`config.mk`:
```
export PLATFORM = sky130hd
export DESIGN_NAME = alu_issue
export DESIGN_NICKNAME = d
export VERILOG_FILES = /design/src/rtl/alu_issue.sv
export SDC_FILE = /design/constraint.sdc
export NUM_CORES = 1
export LEC_CHECK = 0
export ABC_AREA = 1
export BUFFER_PORTS_ARGS = -buffer_cell sky130_fd_sc_hd__clkbuf_2
export CAP_MARGIN = 10
export CORE_ASPECT_RATIO = 1.5
export CORE_MARGIN = 1.5
export CORE_UTILIZATION = 42
export DETAILED_ROUTE_END_ITERATION = 7
export PLACE_DENSITY = 0.56
export SYNTH_ARGS = -nofsm -noshare
export SYNTH_HDL_FRONTEND = slang
export SYNTH_SLANG_ARGS = --single-unit
```
`constraint.sdc`:
```
create_clock -name clk -period 4 [get_ports clk]
set_clock_uncertainty 0.15 [all_clocks]
set_input_delay 0.2 -clock clk [delete_from_list [all_inputs] [get_ports clk]]
set_output_delay 0.2 -clock clk [all_outputs]
set_load 0.005 [all_outputs]
```
`src/rtl/alu_issue.sv`:
```
// Issue/writeback stage around a combinational ALU: instruction FIFO, 8x32 register file, settle-timed writeback.
// Optional macro ALU_ISSUE_STATS_EN adds a 16-bit retired-instruction counter output.
module alu_issue #(
  parameter int FIFO_DEPTH  = 4,
  parameter int ALU_LATENCY = 1
) (
  input  logic        clk,
  input  logic        rst_n,
  input  logic [31:0] in_instr,
  input  logic        in_valid,
  output logic        in_ready,
  output logic [31:0] data_a,
  output logic [31:0] data_b,
  output logic [31:0] select,
  input  logic [31:0] result_y,
  input  logic [2:0]  rd_addr,
  output logic [31:0] rd_data,
  output logic        busy,
  output logic        div_err,
`ifdef ALU_ISSUE_STATS_EN
  output logic [15:0] retired_cnt,
`endif
  input  logic        clr_err
);

  localparam int AW = $clog2(FIFO_DEPTH);
  localparam int PW = AW + 1;
  localparam int CW = (ALU_LATENCY < 2) ? 1 : $clog2(ALU_LATENCY + 1);

  typedef enum logic {IDLE, WAIT} state_t;

  logic [31:0]   fifo_mem [FIFO_DEPTH];
  logic [PW-1:0] wr_ptr_q, rd_ptr_q;
  logic          full, empty, push, pop;
  logic [31:0]   head;

  state_t        state_q, state_d;
  logic [CW-1:0] cnt_q, cnt_d;
  logic [31:0]   data_a_q, data_a_d, data_b_q, data_b_d;
  logic [3:0]    op_q, op_d;
  logic [2:0]    dst_q, dst_d;
  logic          wb, guard;
  logic [31:0]   wb_data;
  logic [31:0]   regs_q [8];
  logic          div_err_q;

  // Full/empty from MSB comparison of the extended pointers.
  assign empty    = (wr_ptr_q == rd_ptr_q);
  assign full     = (wr_ptr_q[AW] != rd_ptr_q[AW]) && (wr_ptr_q[AW-1:0] == rd_ptr_q[AW-1:0]);
  assign in_ready = !full;
  assign push     = in_valid && !full;
  assign head     = fifo_mem[rd_ptr_q[AW-1:0]];

  always_ff @(posedge clk) begin
    if (push) fifo_mem[wr_ptr_q[AW-1:0]] <= in_instr;
  end

  always_ff @(posedge clk or negedge rst_n) begin
    if (!rst_n) begin
      wr_ptr_q <= '0;
      rd_ptr_q <= '0;
    end else begin
      if (push) wr_ptr_q <= wr_ptr_q + PW'(1);
      if (pop)  rd_ptr_q <= rd_ptr_q + PW'(1);
    end
  end

  always_comb begin
    state_d  = state_q;
    cnt_d    = cnt_q;
    data_a_d = data_a_q;
    data_b_d = data_b_q;
    op_d     = op_q;
    dst_d    = dst_q;
    pop      = 1'b0;
    wb       = 1'b0;
    case (state_q)
      IDLE: begin
        if (!empty) begin
          pop      = 1'b1;
          op_d     = head[3:0];
          dst_d    = head[6:4];
          data_a_d = regs_q[head[9:7]];
          data_b_d = head[13] ? {{16{head[31]}}, head[31:16]} : regs_q[head[12:10]];
          cnt_d    = CW'(ALU_LATENCY);
          state_d  = WAIT;
        end
      end
      WAIT: begin
        if (cnt_q == CW'(1)) begin
          wb      = 1'b1;
          state_d = IDLE;
        end else begin
          cnt_d = cnt_q - CW'(1);
        end
      end
      default: state_d = IDLE;
    endcase
  end

  always_ff @(posedge clk or negedge rst_n) begin
    if (!rst_n) begin
      state_q  <= IDLE;
      cnt_q    <= '0;
      data_a_q <= '0;
      data_b_q <= '0;
      op_q     <= '0;
      dst_q    <= '0;
    end else begin
      state_q  <= state_d;
      cnt_q    <= cnt_d;
      data_a_q <= data_a_d;
      data_b_q <= data_b_d;
      op_q     <= op_d;
      dst_q    <= dst_d;
    end
  end

  // Divide (3) and modulo (4) by zero write 0 instead of the ALU output.
  assign guard   = ((op_q == 4'd3) || (op_q == 4'd4)) && (data_b_q == 32'd0);
  assign wb_data = guard ? 32'd0 : result_y;

  // r0 is never written, so it stays at its reset value of 0.
  always_ff @(posedge clk or negedge rst_n) begin
    if (!rst_n) begin
      for (int i = 0; i < 8; i++) regs_q[i] <= '0;
    end else if (wb && (dst_q != 3'd0)) begin
      regs_q[dst_q] <= wb_data;
    end
  end

  always_ff @(posedge clk or negedge rst_n) begin
    if (!rst_n)             div_err_q <= 1'b0;
    else if (wb && guard)   div_err_q <= 1'b1;
    else if (clr_err)       div_err_q <= 1'b0;
  end

`ifdef ALU_ISSUE_STATS_EN
  logic [15:0] retired_q;
  always_ff @(posedge clk or negedge rst_n) begin
    if (!rst_n)  retired_q <= '0;
    else if (wb) retired_q <= retired_q + 16'd1;
  end
  assign retired_cnt = retired_q;
`endif

  assign data_a  = data_a_q;
  assign data_b  = data_b_q;
  assign select  = {28'b0, op_q};
  assign rd_data = regs_q[rd_addr];
  assign busy    = !empty || (state_q != IDLE);
  assign div_err = div_err_q;

endmodule

```
==> impl_results.md <==
* Layout area overhead at 12.93%
* Total chip power at ~28 mW
* Post-DP HPWL at about 56000 um
* Largest net degree at the start of global routing at between 100 and 150
* Worst reg2reg path startpoint: rd_ptr_q[0]$_DFFE_PN0P_
* VDD IR max at 0.0007038 V
* Seq pwr share at 0.289
* Comb power frac at 0.542
* Non-filler cells, final at slightly above 4000
* Setup Crit Path Kind: flop to flop
* Worst r2r path cells at 9
* Min-Delay Path Class: primary input to async pin
* Leakage at around 13 nW
* Failing checks: negative hold slack
* Slew HR at 0.2659
* Outcome: finished, violations left
* Clk Latency, worst-skew pair at 0.63 ns
* Routed WL at between 90000 and 100000 um
* Final critical path time including I/O delays and setup at 3.079 ns
* Worst r2r dst: data_b[13]$_DFFE_PN0P_
* Core Region at about 60000 sq um
* Most used cell, CP: nand3_1
* Syn Area/Cell at a little under 8 sq um
* Root buffer cell: clkbuf_16
* Switch Pwr at ~14 mW
* Unique masters post-synth at between 40 and 50
* Setup_tns at 0 ns
* Iteration-0 DRC Markers at 2503
* Place WS at between 0.9 and 1 ns
* Actual slew at the worst max-slew pin at 1.101 ns
* Num CTS Buffers at 49
* Cell Pwr Density at 968.0 nW/um^2
* WL/cell at 22.67 um
* Core Rows at 110
* Pint at roughly 14 mW
* Vias in the first global route at between 20000 and 25000
* Routed Antenna Nets at 0
* Die width at a little over 200 um
* Max-slew violation count at 0
* Crit-path cells: inv_8 -> nand2_1 -> nand3_1 -> nand2_2 -> buf_4 -> nand3_1 -> nand3_1 -> nand3_1 -> a21oi_1
* Max-cap violation count at 0
* Final nets at 3376
* # DRC at 0
* Hold WS at -0.01002 ns
* Slowest-stage cell, CP: buf_4
* Maximum root-to-sink buffer count at 3
* GPL Wtd Cong at roughly 0.86
* Worst setup margin at ~0.9 ns
* Initial antenna violation count at 4
* Share of post-route cells with drive strength above 1 at 0.1075
* Die ar. at 61970 sq um
* Final period utilization at 0.7697
* Startpoint types: flop
* Port Buffer Count at 171
* Sw frac at 0.4893
* TritonCTS clock tree: done
* Global-route wire length before repair at 141400 um
* DRT Pass-1 Iters at 8
* YS warnings at 0
* Endpoints failing setup at 0
* Initial Util at 0.4241
* Grt total ovfl at 0
* Sequential share of the synthesized area at 0.4731
* CTS sink cnt at roughly 460
* Tot GR Track Use at 0.2996
* Dpl cells at 3968
* DR vias at between 20000 and 25000
* Post-CTS Setup Inserts at 0
* CP max stage delay at around 0.79 ns
* Fin. Hold Viols at 3
* Cell Area, Synth at approximately 25000 sq um
* Post-Synthesis Cells at ~3200
* Required @ worst endpoint at around 4.4 ns
* Vias per cell at a little under 6
* Max H-tree Level at 2
* Clock Pin Slew Worst Setup and Hold Paths at about 0.070 ns
* WP data arrival at approximately 3.5 ns
* Yosys reg bits at 456
* Chip height at roughly 300 um
* IO Count at 202
* Clock power share at 0.169
* Worst Path Max Fanout at 64
* RSZ-0062 raised after global routing: no
* Fmax at between 300 and 400 MHz
* R2r setup slk at roughly 0.92 ns
* Crit end category: flop
## placed cells by master, fill, tap and decap left out, drive strengths merged, types with 14 or more instances in the layout
master and n:
a21oi 146, a221oi 32, a31oi 36, a32o 16
buf 76, clkbuf 238, clkinv 14, conb 28
dfrtp 336, dlygate4sd3 65, edfxtp 120, inv 224
nand2 920, nand3 618, nand3b 64, nor2 120
o211ai 129, o21ai 123
## critical path: cells and delay by family (launching register included)
kind / cells / cell delay, ns
AO/OA/AOI/OAI: 1 / 0.24
buffers and inverters: 2 / 1.00
flip-flops: 1 / 0.60
AND/OR/NAND/NOR: 6 / 0.99
## kinds of logic after synthesis
kind of cell | synth area share
and+or+nand+nor | 0.2997
DFF | 0.4731
other | 0.0001477
adders and majority gates | 0.002464
buffers and inverters | 0.1033
xor gates and xnor gates | 0.002070
AOI/OAI and AO/OA | 0.1192
## metal layers
layer	share of wire	vias up	GRT usage
li1	-	10935	-
met1	0.39	11526	0.3831
met2	0.46	1322	0.4779
met3	0.091	329	0.05783
met4	0.057	6	0.1583
met5	0.00039	-	0
## flip-flops by register name (all words and copies together) (netlist names)
| register | count |
|---|---|
| data_a | 32 |
| op_q | 4 |
| regs_q | 256 |
| fifo_mem | 120 |
| rd_ptr_q | 3 |
| wr_ptr_q | 3 |
| div_err | 1 |
| state_q | 1 |
| data_b | 32 |
| cnt_q | 1 |
| dst_q | 3 |
## how the worst max path moves through the flow
stage                     cells after the start  slack (ns)                       end                     from
after global routing                          9        0.71    data_b[13]$_DFFE_PN0P_  rd_ptr_q[0]$_DFFE_PN0P_
after CTS                                     9        0.96    data_b[13]$_DFFE_PN0P_  rd_ptr_q[0]$_DFFE_PN0P_
after global placement                        9        0.98    data_b[13]$_DFFE_PN0P_  rd_ptr_q[0]$_DFFE_PN0P_
final                                         9        0.92    data_b[13]$_DFFE_PN0P_  rd_ptr_q[0]$_DFFE_PN0P_
after detailed placement                      9        0.96    data_b[13]$_DFFE_PN0P_  rd_ptr_q[0]$_DFFE_PN0P_
after floorplan                               7        1.08  fifo_mem[3][0]$_DFFE_PP_  rd_ptr_q[0]$_DFFE_PN0P_
## per-stage QoR
stage	utilization	instance area [sq um]
finish	0.4789	28670
CTS	0.4789	28670
detailed placement	0.4408	26390
global route	0.4789	28670
global placement	0.4408	26390
floorplan	-	25490
## final cells by class
type / count / area (sq um)
clock buffer: 70 / 1400
timing repair buffer: 309 / 2232
multi-input combinational: 2260 / 10970
inverter: 224 / 849.6
antenna: 1 / 2.502
sequential: 456 / 12010
fill: 5841 / 31200
clock inverter: 21 / 225.2
tap: 784 / 980.9
## Yosys cell counts, drive strengths merged
cell	count	area share
nor4	6	0.0015
clkbuf	118	0.017
nand2	920	0.14
nand3b	64	0.019
ha	5	0.0025
nand4	1	0.00025
o21ai	123	0.025
buf	202	0.052
o22ai	4	0.00099
o22a	1	0.00039
or2	3	0.00074
a221oi	32	0.011
xnor2	1	0.00035
nor2	120	0.018
a32o	16	0.0063
clkinv	1	0.00020
a31oi	36	0.0089
inv	223	0.033
o211ai	129	0.038
edfxtp	120	0.14
conb	1	0.00015
a21oi	146	0.029
nand3	618	0.12
xor2	5	0.0017
nor3	2	0.00059
dfrtp	336	0.33
## power groups by stage
stage	Sequential, mW	Clock, mW	Combinational (mW)
floorplan	7.68	0	10.2
global placement	7.99	0	14.5
detailed placement	8.02	0	14.8
CTS	7.97	4.76	14.9
global route	8.23	4.94	16.4
finish	8.01	4.69	15.1
## what timing repair did
item,in CTS,in global routing
hold buffers,65,0
endpoints found under the hold margin,472,0
gates resized for setup,0,0
Note: power is estimated with default switching activity, not from simulation.
